**src/rtl/aes_pkg.sv**
```systemverilog
// Shared AES constants, round-constant table and key-schedule FSM state type.
package aes_pkg;

   localparam int AES_KEY_W     = 128;
   localparam int AES_WORD_W    = 32;
   localparam int AES128_ROUNDS = 10;

   // Entry i is the Rcon byte used when leaving round key i.
   localparam logic [0:AES128_ROUNDS-1][7:0] RCON = {
      8'h01, 8'h02, 8'h04, 8'h08, 8'h10,
      8'h20, 8'h40, 8'h80, 8'h1b, 8'h36
   };

   typedef enum logic {
      IDLE,
      EXPAND
   } state_e;

endpackage

```
**src/rtl/key_expansion_128_if.sv**
```systemverilog
// Key-schedule request and round-key stream bundle; master drives start/key_in.
interface key_expansion_128_if;
   import aes_pkg::*;

   logic                 start;
   logic [AES_KEY_W-1:0] key_in;
   logic                 busy;
   logic                 rk_valid;
   logic [3:0]           rk_idx;
   logic [AES_KEY_W-1:0] round_key;
   logic                 done;

   modport master (
      output start, key_in,
      input  busy, rk_valid, rk_idx, round_key, done
   );

   modport slave (
      input  start, key_in,
      output busy, rk_valid, rk_idx, round_key, done
   );

endinterface

```
**src/rtl/key_expansion_128_subword.sv**
```systemverilog
// Combinational AES SubWord: four parallel forward S-box lookups, one per byte.
module key_expansion_128_subword
   import aes_pkg::*;
(
   input  logic [AES_WORD_W-1:0] word_i,
   output logic [AES_WORD_W-1:0] word_o
);

   localparam logic [0:255][7:0] SBOX = {
      128'h637c777bf26b6fc53001672bfed7ab76,
      128'hca82c97dfa5947f0add4a2af9ca472c0,
      128'hb7fd9326363ff7cc34a5e5f171d83115,
      128'h04c723c31896059a071280e2eb27b275,
      128'h09832c1a1b6e5aa0523bd6b329e32f84,
      128'h53d100ed20fcb15b6acbbe394a4c58cf,
      128'hd0efaafb434d338545f9027f503c9fa8,
      128'h51a3408f929d38f5bcb6da2110fff3d2,
      128'hcd0c13ec5f974417c4a77e3d645d1973,
      128'h60814fdc222a908846eeb814de5e0bdb,
      128'he0323a0a4906245cc2d3ac629195e479,
      128'he7c8376d8dd54ea96c56f4ea657aae08,
      128'hba78252e1ca6b4c6e8dd741f4bbd8b8a,
      128'h703eb5664803f60e613557b986c11d9e,
      128'he1f8981169d98e949b1e87e9ce5528df,
      128'h8ca1890dbfe6426841992d0fb054bb16
   };

   assign word_o = {SBOX[word_i[31:24]], SBOX[word_i[23:16]],
                    SBOX[word_i[15:8]],  SBOX[word_i[7:0]]};

endmodule

```
**src/rtl/key_expansion_128.sv**
```systemverilog
// Sequential AES-128 key schedule: round keys 0..10 streamed one per clock, first one cycle after start.
// No backpressure; start is ignored while busy and the consumer must take each key in its valid cycle.
module key_expansion_128
   import aes_pkg::*;
#(
   parameter int NUM_ROUNDS = AES128_ROUNDS
)(
   input  logic                clk,
   input  logic                rst,
   key_expansion_128_if.slave  bus
);

   localparam logic [3:0] LAST_IDX = 4'(NUM_ROUNDS);

   state_e               state_q, state_d;
   logic                 busy_q, busy_d;
   logic                 valid_q, valid_d;
   logic                 done_q, done_d;
   logic [3:0]           idx_q, idx_d;
   logic [AES_KEY_W-1:0] rk_q, rk_d;

   logic [AES_WORD_W-1:0] w0, w1, w2, w3;
   logic [AES_WORD_W-1:0] rot_w, sub_w, t_w;
   logic [AES_WORD_W-1:0] n0, n1, n2, n3;
   logic [7:0]            rcon_b;
   logic [AES_KEY_W-1:0]  next_key;

   assign {w0, w1, w2, w3} = rk_q;
   assign rot_w = {w3[23:0], w3[31:24]};

   key_expansion_128_subword u_subword (
      .word_i (rot_w),
      .word_o (sub_w)
   );

   // Past the last round the Rcon lookup is out of table range; next_key is unused there anyway.
   assign rcon_b   = (idx_q < LAST_IDX) ? RCON[idx_q] : 8'h00;
   assign t_w      = sub_w ^ {rcon_b, 24'h000000};
   assign n0       = w0 ^ t_w;
   assign n1       = w1 ^ n0;
   assign n2       = w2 ^ n1;
   assign n3       = w3 ^ n2;
   assign next_key = {n0, n1, n2, n3};

   always_comb begin
      state_d = state_q;
      busy_d  = busy_q;
      valid_d = valid_q;
      done_d  = 1'b0;
      idx_d   = idx_q;
      rk_d    = rk_q;
      case (state_q)
         IDLE: begin
            if (bus.start) begin
               rk_d    = bus.key_in;
               idx_d   = 4'd0;
               valid_d = 1'b1;
               busy_d  = 1'b1;
               state_d = EXPAND;
            end
         end
         EXPAND: begin
            if (idx_q < LAST_IDX) begin
               rk_d   = next_key;
               idx_d  = idx_q + 4'd1;
               done_d = (idx_q == LAST_IDX - 4'd1);
            end else begin
               valid_d = 1'b0;
               busy_d  = 1'b0;
               state_d = IDLE;
            end
         end
         default: state_d = IDLE;
      endcase
   end

   always_ff @(posedge clk or posedge rst) begin
      if (rst) begin
         state_q <= IDLE;
         busy_q  <= 1'b0;
         valid_q <= 1'b0;
         done_q  <= 1'b0;
         idx_q   <= 4'd0;
         rk_q    <= '0;
      end else begin
         state_q <= state_d;
         busy_q  <= busy_d;
         valid_q <= valid_d;
         done_q  <= done_d;
         idx_q   <= idx_d;
         rk_q    <= rk_d;
      end
   end

   assign bus.busy      = busy_q;
   assign bus.rk_valid  = valid_q;
   assign bus.rk_idx    = idx_q;
   assign bus.round_key = rk_q;
   assign bus.done      = done_q;

endmodule

```
**src/flat_wrapper.sv**
```systemverilog
// flat-port wrapper written by rule: the top's interface ports become plain ports
module key_expansion_128_flat import aes_pkg::*;
#(
   parameter int NUM_ROUNDS = AES128_ROUNDS
)
  (clk, rst, bus_start, bus_key_in, bus_busy, bus_rk_valid, bus_rk_idx, bus_round_key, bus_done);
  key_expansion_128_if bus_i ();
  input  logic clk;
  input  logic rst;
  input wire logic [$bits(bus_i.start)-1:0] bus_start;
  input wire logic [$bits(bus_i.key_in)-1:0] bus_key_in;
  output wire logic [$bits(bus_i.busy)-1:0] bus_busy;
  output wire logic [$bits(bus_i.rk_valid)-1:0] bus_rk_valid;
  output wire logic [$bits(bus_i.rk_idx)-1:0] bus_rk_idx;
  output wire logic [$bits(bus_i.round_key)-1:0] bus_round_key;
  output wire logic [$bits(bus_i.done)-1:0] bus_done;
  assign bus_i.start = bus_start;
  assign bus_i.key_in = bus_key_in;
  assign bus_busy = bus_i.busy;
  assign bus_rk_valid = bus_i.rk_valid;
  assign bus_rk_idx = bus_i.rk_idx;
  assign bus_round_key = bus_i.round_key;
  assign bus_done = bus_i.done;
  key_expansion_128 #(.NUM_ROUNDS(NUM_ROUNDS)) u_core (.clk(clk), .rst(rst), .bus(bus_i));
endmodule
```
**config.mk**
```make
export PLATFORM = sky130hd
export DESIGN_NAME = key_expansion_128_flat
export DESIGN_NICKNAME = d
export VERILOG_FILES = /design/src/rtl/aes_pkg.sv /design/src/rtl/key_expansion_128_if.sv /design/src/rtl/key_expansion_128_subword.sv /design/src/rtl/key_expansion_128.sv /design/src/flat_wrapper.sv
export SDC_FILE = /design/constraint.sdc
export NUM_CORES = 1
export LEC_CHECK = 0
export CAP_MARGIN = 20
export CELL_PAD_IN_SITES_DETAIL_PLACEMENT = 2
export CELL_PAD_IN_SITES_GLOBAL_PLACEMENT = 2
export CORE_UTILIZATION = 36
export CTS_CLUSTER_SIZE = 10
export DETAILED_ROUTE_END_ITERATION = 16
export GPL_ROUTABILITY_DRIVEN = 0
export PLACE_DENSITY_LB_ADDON = 0.1
export SYNTH_ARGS = -nofsm -noshare
export SYNTH_HDL_FRONTEND = slang
export SYNTH_SLANG_ARGS = --single-unit
```
**constraint.sdc**
```tcl
create_clock -name clk -period 9.5 [get_ports clk]
set_input_delay 1.425 -clock clk [delete_from_list [all_inputs] [get_ports clk]]
set_output_delay 1.425 -clock clk [all_outputs]
set_load 0.005 [all_outputs]
```
==> results of run 1 <==
cell usage after synthesis (11+ instances only):
cell type	number
nand2_1	308
a21oi_1	255
nor2_1	220
o21ai_0	206
clkbuf_1	198
dfrtp_1	135
buf_2	111
nand3_1	106
nor2b_1	105
nor3_1	96
a211oi_1	87
xnor2_1	87
nand2b_1	77
ha_1	66
a31oi_1	65
mux2i_1	60
mux4_2	52
o211ai_1	52
a311oi_1	46
xor2_1	46
o31ai_1	39
o311ai_0	35
inv_1	34
o22ai_1	34
and2_1	30
a21o_1	27
and3_1	25
a211o_1	24
buf_4	24
o311a_1	24
buf_1	23
or3_1	23
nor3b_1	21
a2111oi_0	20
nand3b_1	19
a221oi_1	18
a221o_1	17
nor4_1	17
o221ai_1	17
a32oi_1	15
or2_2	15
a311o_1	13
o21a_1	11
o32ai_1	11
registers in the layout, summed over array words and instances (netlist names):
name,cells
u_core.bus.done,1
u_core.bus.round_key,128
u_core.state_q,1
u_core.bus.rk_idx,4
u_core.bus.busy,1
final timing paths:
kind                                                  startpoint                               endpoint  slack, ns  cells after the start
max                         u_core.bus.round_key[17]$_DFFE_PP0P_   u_core.bus.round_key[31]$_DFFE_PP0P_       4.25                     13
min                        u_core.bus.round_key[109]$_DFFE_PP0P_  u_core.bus.round_key[109]$_DFFE_PP0P_       0.54                      1
max reg2reg                 u_core.bus.round_key[17]$_DFFE_PP0P_   u_core.bus.round_key[31]$_DFFE_PP0P_       4.25                     13
min reg2reg                u_core.bus.round_key[109]$_DFFE_PP0P_  u_core.bus.round_key[109]$_DFFE_PP0P_       0.54                      1
max in group asynchronous                                    rst   u_core.bus.round_key[27]$_DFFE_PP0P_       6.77                      4
min in group asynchronous                                    rst   u_core.bus.round_key[43]$_DFFE_PP0P_       1.40                      2
stage by stage:
stage / hold slack (ns) / instance area, um2 / instances / setup WS [ns]
2_1_floorplan: 0.5101 / 22540 / 3121 / 4.464
3_3_place_gp: 0.5135 / 25060 / 3912 / 4.683
3_5_place_dp: 0.5251 / 25090 / 3913 / 4.599
4_1_cts: 0.5359 / 25680 / 3945 / 4.539
5_1_grt: 0.5560 / 25700 / 3946 / 4.106
6_report: 0.5352 / 25700 / 3946 / 4.248
cells by family after synthesis:
kind of cell	after synthesis	synth area share [%]
compound gates	1131	34.27
xor+xnor	143	6.029
fa+ha+maj	68	3.753
simple gates	1108	24.27
mux	123	8.427
flops	135	14.99
buf+inv	413	8.260
critical path, stage by stage, from the launching register on:
cell and delay, ns:
dfrtp_1 0.34, buf_4 0.48, inv_1 0.32, ha_1 0.63, mux2i_1 0.86, mux2i_1 0.23, mux4_2 0.52, a221oi_2 0.40
a21oi_1 0.15, xnor2_1 0.34, xor2_1 0.27, xor2_1 0.23, mux2i_1 0.23, a32oi_1 0.08
cell type report:
type / count / area, um2 / share of cell area, %
well taps: 837 / 1047 / 4.075
repair buffers: 322 / 3108 / 12.09
clock inverters: 9 / 91.34 / 0.3554
inverters: 47 / 181.4 / 0.7060
flip-flops and latches: 135 / 3417 / 13.30
multi-input cells: 2573 / 17350 / 67.53
clock buffers: 23 / 498.0 / 1.938
layer usage:
metal  global-route usage (%)  wire length (um)  share of wire (%)  up-vias
li1                         -                 -                  -    11630
met5                        0                98              0.078        -
met1                    51.09             52210                 41    14070
met4                    18.01              6161                4.9       16
met3                    9.083             11670                9.2      353
met2                    60.24             56140                 44     1499
==> results.sh, run 1 <==
export IMPL_status="complete, no violations"
export IMPL_synth_nets=3318
export IMPL_drive_above_1_share_pct=7.237
export IMPL_skew_ns=0.01231
export IMPL_endpoint_kind="flip-flop"
export IMPL_antenna_found_initial=8
export IMPL_fillers=7203
export IMPL_clk_pin_slew_ns=0.07
export IMPL_drv_slew=0
export IMPL_yosysWarnings=0
export IMPL_cts_setup_buffers=0
export IMPL_setup_viol=0
export IMPL_critPathKind="flip-flop to flip-flop"
export IMPL_grt_pass1_vias=28090
export IMPL_relSlewSlack_pct=21.10
export IMPL_cts_hold_buffers=0
export IMPL_dr_first_iter_drc_count=3475
export IMPL_startpoint_type="flip-flop"
export IMPL_final_nets=3293
export IMPL_vias=27570
export IMPL_clock_sinks=135
export IMPL_final_min_clock_period_ns=5.252
export IMPL_cts_tree="done"
export IMPL_syn_to_final_growth_pct=14.01
export IMPL_numCtsBuffers=17
export IMPL_synth_edff_count=0
export IMPL_synth_cell_type_count=99
export IMPL_initial_core_util_pct=36.46
export IMPL_crit_required_ns=9.85
export IMPL_clock_latency_ns=0.52
export IMPL_io_pin_count=266
export IMPL_grt_usage_pct=38.94
export IMPL_drt_wirelength_per_cell_um=32.00
export IMPL_synth_avg_cell_area_um2=7.222
export IMPL_hold_violations=0
export IMPL_critPathMaxFanout=46
export IMPL_fin_crit_sh_pct=55.28
export IMPL_synth_seq_cells=135
export IMPL_fp_row_count=91
export IMPL_core_mm2=0.06183
export IMPL_viasPerCell=6.986
export IMPL_ant_nets=0
export IMPL_synth_top_cell_by_area="dfrtp_1"
export IMPL_antenna_cells=0
export IMPL_layout_common_cells="306 x nand2_1, 264 x clkdlybuf4s50_1, 254 x a21oi_1, 218 x nor2_1, 205 x o21ai_0"
export IMPL_post_cts_resize_count=0
export IMPL_overflow=0
export IMPL_netlist_top_cells_area="dfrtp_1 15%, a21oi_1 5.7%, mux4_2 5.2%"
export IMPL_synth_area_mm2=0.02254
export IMPL_fin_setup_tns_ns=0
export IMPL_cts_path_max_buffers=2
export IMPL_portBuffers=265
export IMPL_synth_top_area_share_pct=14.99
export IMPL_fp_dieW_um=252.2
export IMPL_tightest_slew_ns=1.154
export IMPL_layout_cells_most_common="nand2_1"
export IMPL_drc_errors=0
export IMPL_fmax_mhz=190.4
export IMPL_dr_pass1_iters=7
export IMPL_syn_inst=3121
export IMPL_grt_max_degree=102
export IMPL_ctsHtreeMaxLevel=4
export IMPL_grt_pass1_wl_um=188800
export IMPL_die_area_mm2=0.06361
export IMPL_finish_utilization_pct=41.56
export IMPL_finalWirelength_um=126300
export IMPL_seq_area_frac_synth_pct=14.99
export IMPL_root_buffer="clkbuf_16"
export IMPL_hp_class="flip-flop to flip-flop"
export IMPL_synthFlopType="dfrtp_1"
export IMPL_fp_dieH_um=252.2
export IMPL_place_hpwl_um=86480
export IMPL_async_reset_ff_share_pct=100.0
export IMPL_cp_arrival_ns=5.60
export IMPL_maxCapViolations=0
export IMPL_rsz0062_at_grt="false"
Power of run 1 is left out: the tool's default activity adds up to more than one toggle a clock period on the data nets, which glitch-free logic cannot reach.
==> run 2, diff against run 1 <==
Settings changed: CORE_UTILIZATION 36 to 34.
Clock period 9.5 ns to 5.1 ns, I/O delays scaled along.
==> results.sh, run 2 (same netlist as run 1, synthesis figures left out) <==
export IMPL_status="complete, no violations"
export IMPL_regToRegEndpoint="u_core.bus.round_key[17]$_DFFE_PP0P_"
export IMPL_finish_utilization_pct=39.95
export IMPL_grt_pass1_vias=28090
export IMPL_drive_above_1_share_pct=8.621
export IMPL_ant_nets=0
export IMPL_antenna_found_initial=8
export IMPL_setup_viol=0
export IMPL_grt_use_met1_pct=48.58
export IMPL_post_cts_resize_count=0
export IMPL_busiest_layer="met2"
export IMPL_io_pin_count=266
export IMPL_crit_family="multiplexers"
export IMPL_clock_latency_ns=0.50
export IMPL_maxCapViolations=0
export IMPL_hp_class="flip-flop to flip-flop"
export IMPL_cts_setup_buffers=0
export IMPL_hold_violations=0
export IMPL_portBuffers=265
export IMPL_rrSetupSlack_ns=0.60
export IMPL_largest_register_ffs=128
export IMPL_cp_arrival_ns=4.87
export IMPL_place_hpwl_um=91450
export IMPL_use_met2_pct=58.54
export IMPL_fp_row_count=94
export IMPL_grt_max_degree=135
export IMPL_whs_path_depth=1
export IMPL_die_area_mm2=0.06732
export IMPL_viasPerCell=6.856
export IMPL_rsz0062_at_grt="false"
export IMPL_final_cells=4020
export IMPL_clock_sinks=135
export IMPL_reg2reg_depth=12
export IMPL_syn_to_final_growth_pct=16.32
export IMPL_initial_core_util_pct=34.34
export IMPL_vias=27560
export IMPL_fmax_mhz=222.3
export IMPL_cpMaxStageDelayCell="ha_1"
export IMPL_cts_hold_buffers=0
export IMPL_overflow=0
export IMPL_relSlewSlack_pct=25.14
export IMPL_placed_cells=3987
export IMPL_fillers=7588
export IMPL_crit_required_ns=5.47
export IMPL_fp_dieW_um=259.5
export IMPL_root_buffer="clkbuf_16"
export IMPL_clk_pin_slew_ns=0.07
export IMPL_place_area_mm2=0.02556
export IMPL_drc_errors=0
export IMPL_ctsHtreeMaxLevel=4
export IMPL_drv_slew=0
export IMPL_numCtsBuffers=17
export IMPL_cts_tree="done"
export IMPL_fin_crit_sh_pct=88.21
export IMPL_critPathKind="flip-flop to flip-flop"
export IMPL_r2r_start="u_core.bus.round_key[9]$_DFFE_PP0P_"
export IMPL_skew_ns=0.02121
export IMPL_cpPeakStageDelay_ns=0.66
export IMPL_endpoint_kind="flip-flop"
export IMPL_crit_chain="buf_4 -> ha_1 -> or2b_1 -> a21oi_1 -> o32a_1 -> mux2_2 -> mux4_2 -> xor2_2 -> xnor2_2 -> xor2_1 -> nand3_1 -> o311a_1"
export IMPL_met3_usage_pct=7.957
export IMPL_drt_wirelength_per_cell_um=31.98
export IMPL_regArea_mm2=0.003420
export IMPL_grt_usage_pct=37.38
export IMPL_core_mm2=0.06563
export IMPL_hold_start="u_core.bus.round_key[109]$_DFFE_PP0P_"
export IMPL_dr_pass1_iters=7
export IMPL_whs_endpoint="u_core.bus.round_key[109]$_DFFE_PP0P_"
export IMPL_cts_path_max_buffers=2
export IMPL_stdcell_area_mm2=0.02622
export IMPL_final_nets=3339
export IMPL_critPathBufInv=1
export IMPL_fin_setup_tns_ns=0
export IMPL_dr_first_iter_drc_count=2883
export IMPL_grt_pass1_wl_um=191300
export IMPL_multi_input_area_mm2=0.01736
export IMPL_layout_cells_most_common="nand2_1"
export IMPL_startpoint_type="flip-flop"
export IMPL_critPathMaxFanout=26
export IMPL_final_min_clock_period_ns=4.499
export IMPL_fp_dieH_um=259.5
export IMPL_layout_common_cells="306 x nand2_1, 264 x clkdlybuf4s50_1, 254 x a21oi_1, 218 x nor2_1, 205 x o21ai_0"
export IMPL_finalWirelength_um=128600
export IMPL_tightest_slew_ns=1.119
[run 2: per-stage QoR]
| step | hold WS, ns | setup slack [ns] |
|---|---|---|
| final | 0.5322 | 0.6011 |
| after CTS | 0.5384 | 0.6902 |
| after global placement | 0.5086 | 0.9520 |
| after global routing | 0.5612 | 0.4880 |
| after floorplan | 0.5101 | 0.7239 |
| after detailed placement | 0.5208 | 0.7911 |
[run 2: final cells by class]
class | instances | share of cell area, %
multi-input cells | 2573 | 66.21
repair buffers | 368 | 13.43
flip-flops and latches | 135 | 13.04
well taps | 864 | 4.124
clock buffers | 19 | 1.651
clock inverters | 13 | 0.8352
inverters | 47 | 0.6920
diodes | 1 | 0.009545
[run 2: worst max-delay path by stage]
stage                                                     from                              endpoint  slack, ns  cells after the start
after global routing       u_core.bus.round_key[9]$_DFFE_PP0P_  u_core.bus.round_key[17]$_DFFE_PP0P_       0.49                     12
final                      u_core.bus.round_key[9]$_DFFE_PP0P_  u_core.bus.round_key[17]$_DFFE_PP0P_       0.60                     12
after floorplan                                            rst           u_core.bus.busy$_DFFE_PP0P_       0.72                      1
after detailed placement   u_core.bus.round_key[9]$_DFFE_PP0P_  u_core.bus.round_key[17]$_DFFE_PP0P_       0.79                     12
after global placement    u_core.bus.round_key[16]$_DFFE_PP0P_  u_core.bus.round_key[25]$_DFFE_PP0P_       0.95                     12
after CTS                  u_core.bus.round_key[9]$_DFFE_PP0P_  u_core.bus.round_key[17]$_DFFE_PP0P_       0.69                     12
[run 2: worst reg2reg max path, delay by kind of cell (launching register included)]
| family | cells | cell delay, ns |
|---|---|---|
| fa+ha+maj | 1 | 0.67 |
| buf+inv | 1 | 0.37 |
| xor+xnor | 3 | 0.73 |
| mux | 2 | 0.80 |
| compound gates | 3 | 0.70 |
| flops | 1 | 0.56 |
| simple gates | 2 | 0.56 |
[run 2: routing by layer]
layer	vias up	share of wire, %
met3	320	8.7
met5	-	0.065
li1	11740	-
met1	14060	41
met4	14	5.0
met2	1427	45
Power of run 2 is left out for the same reason.
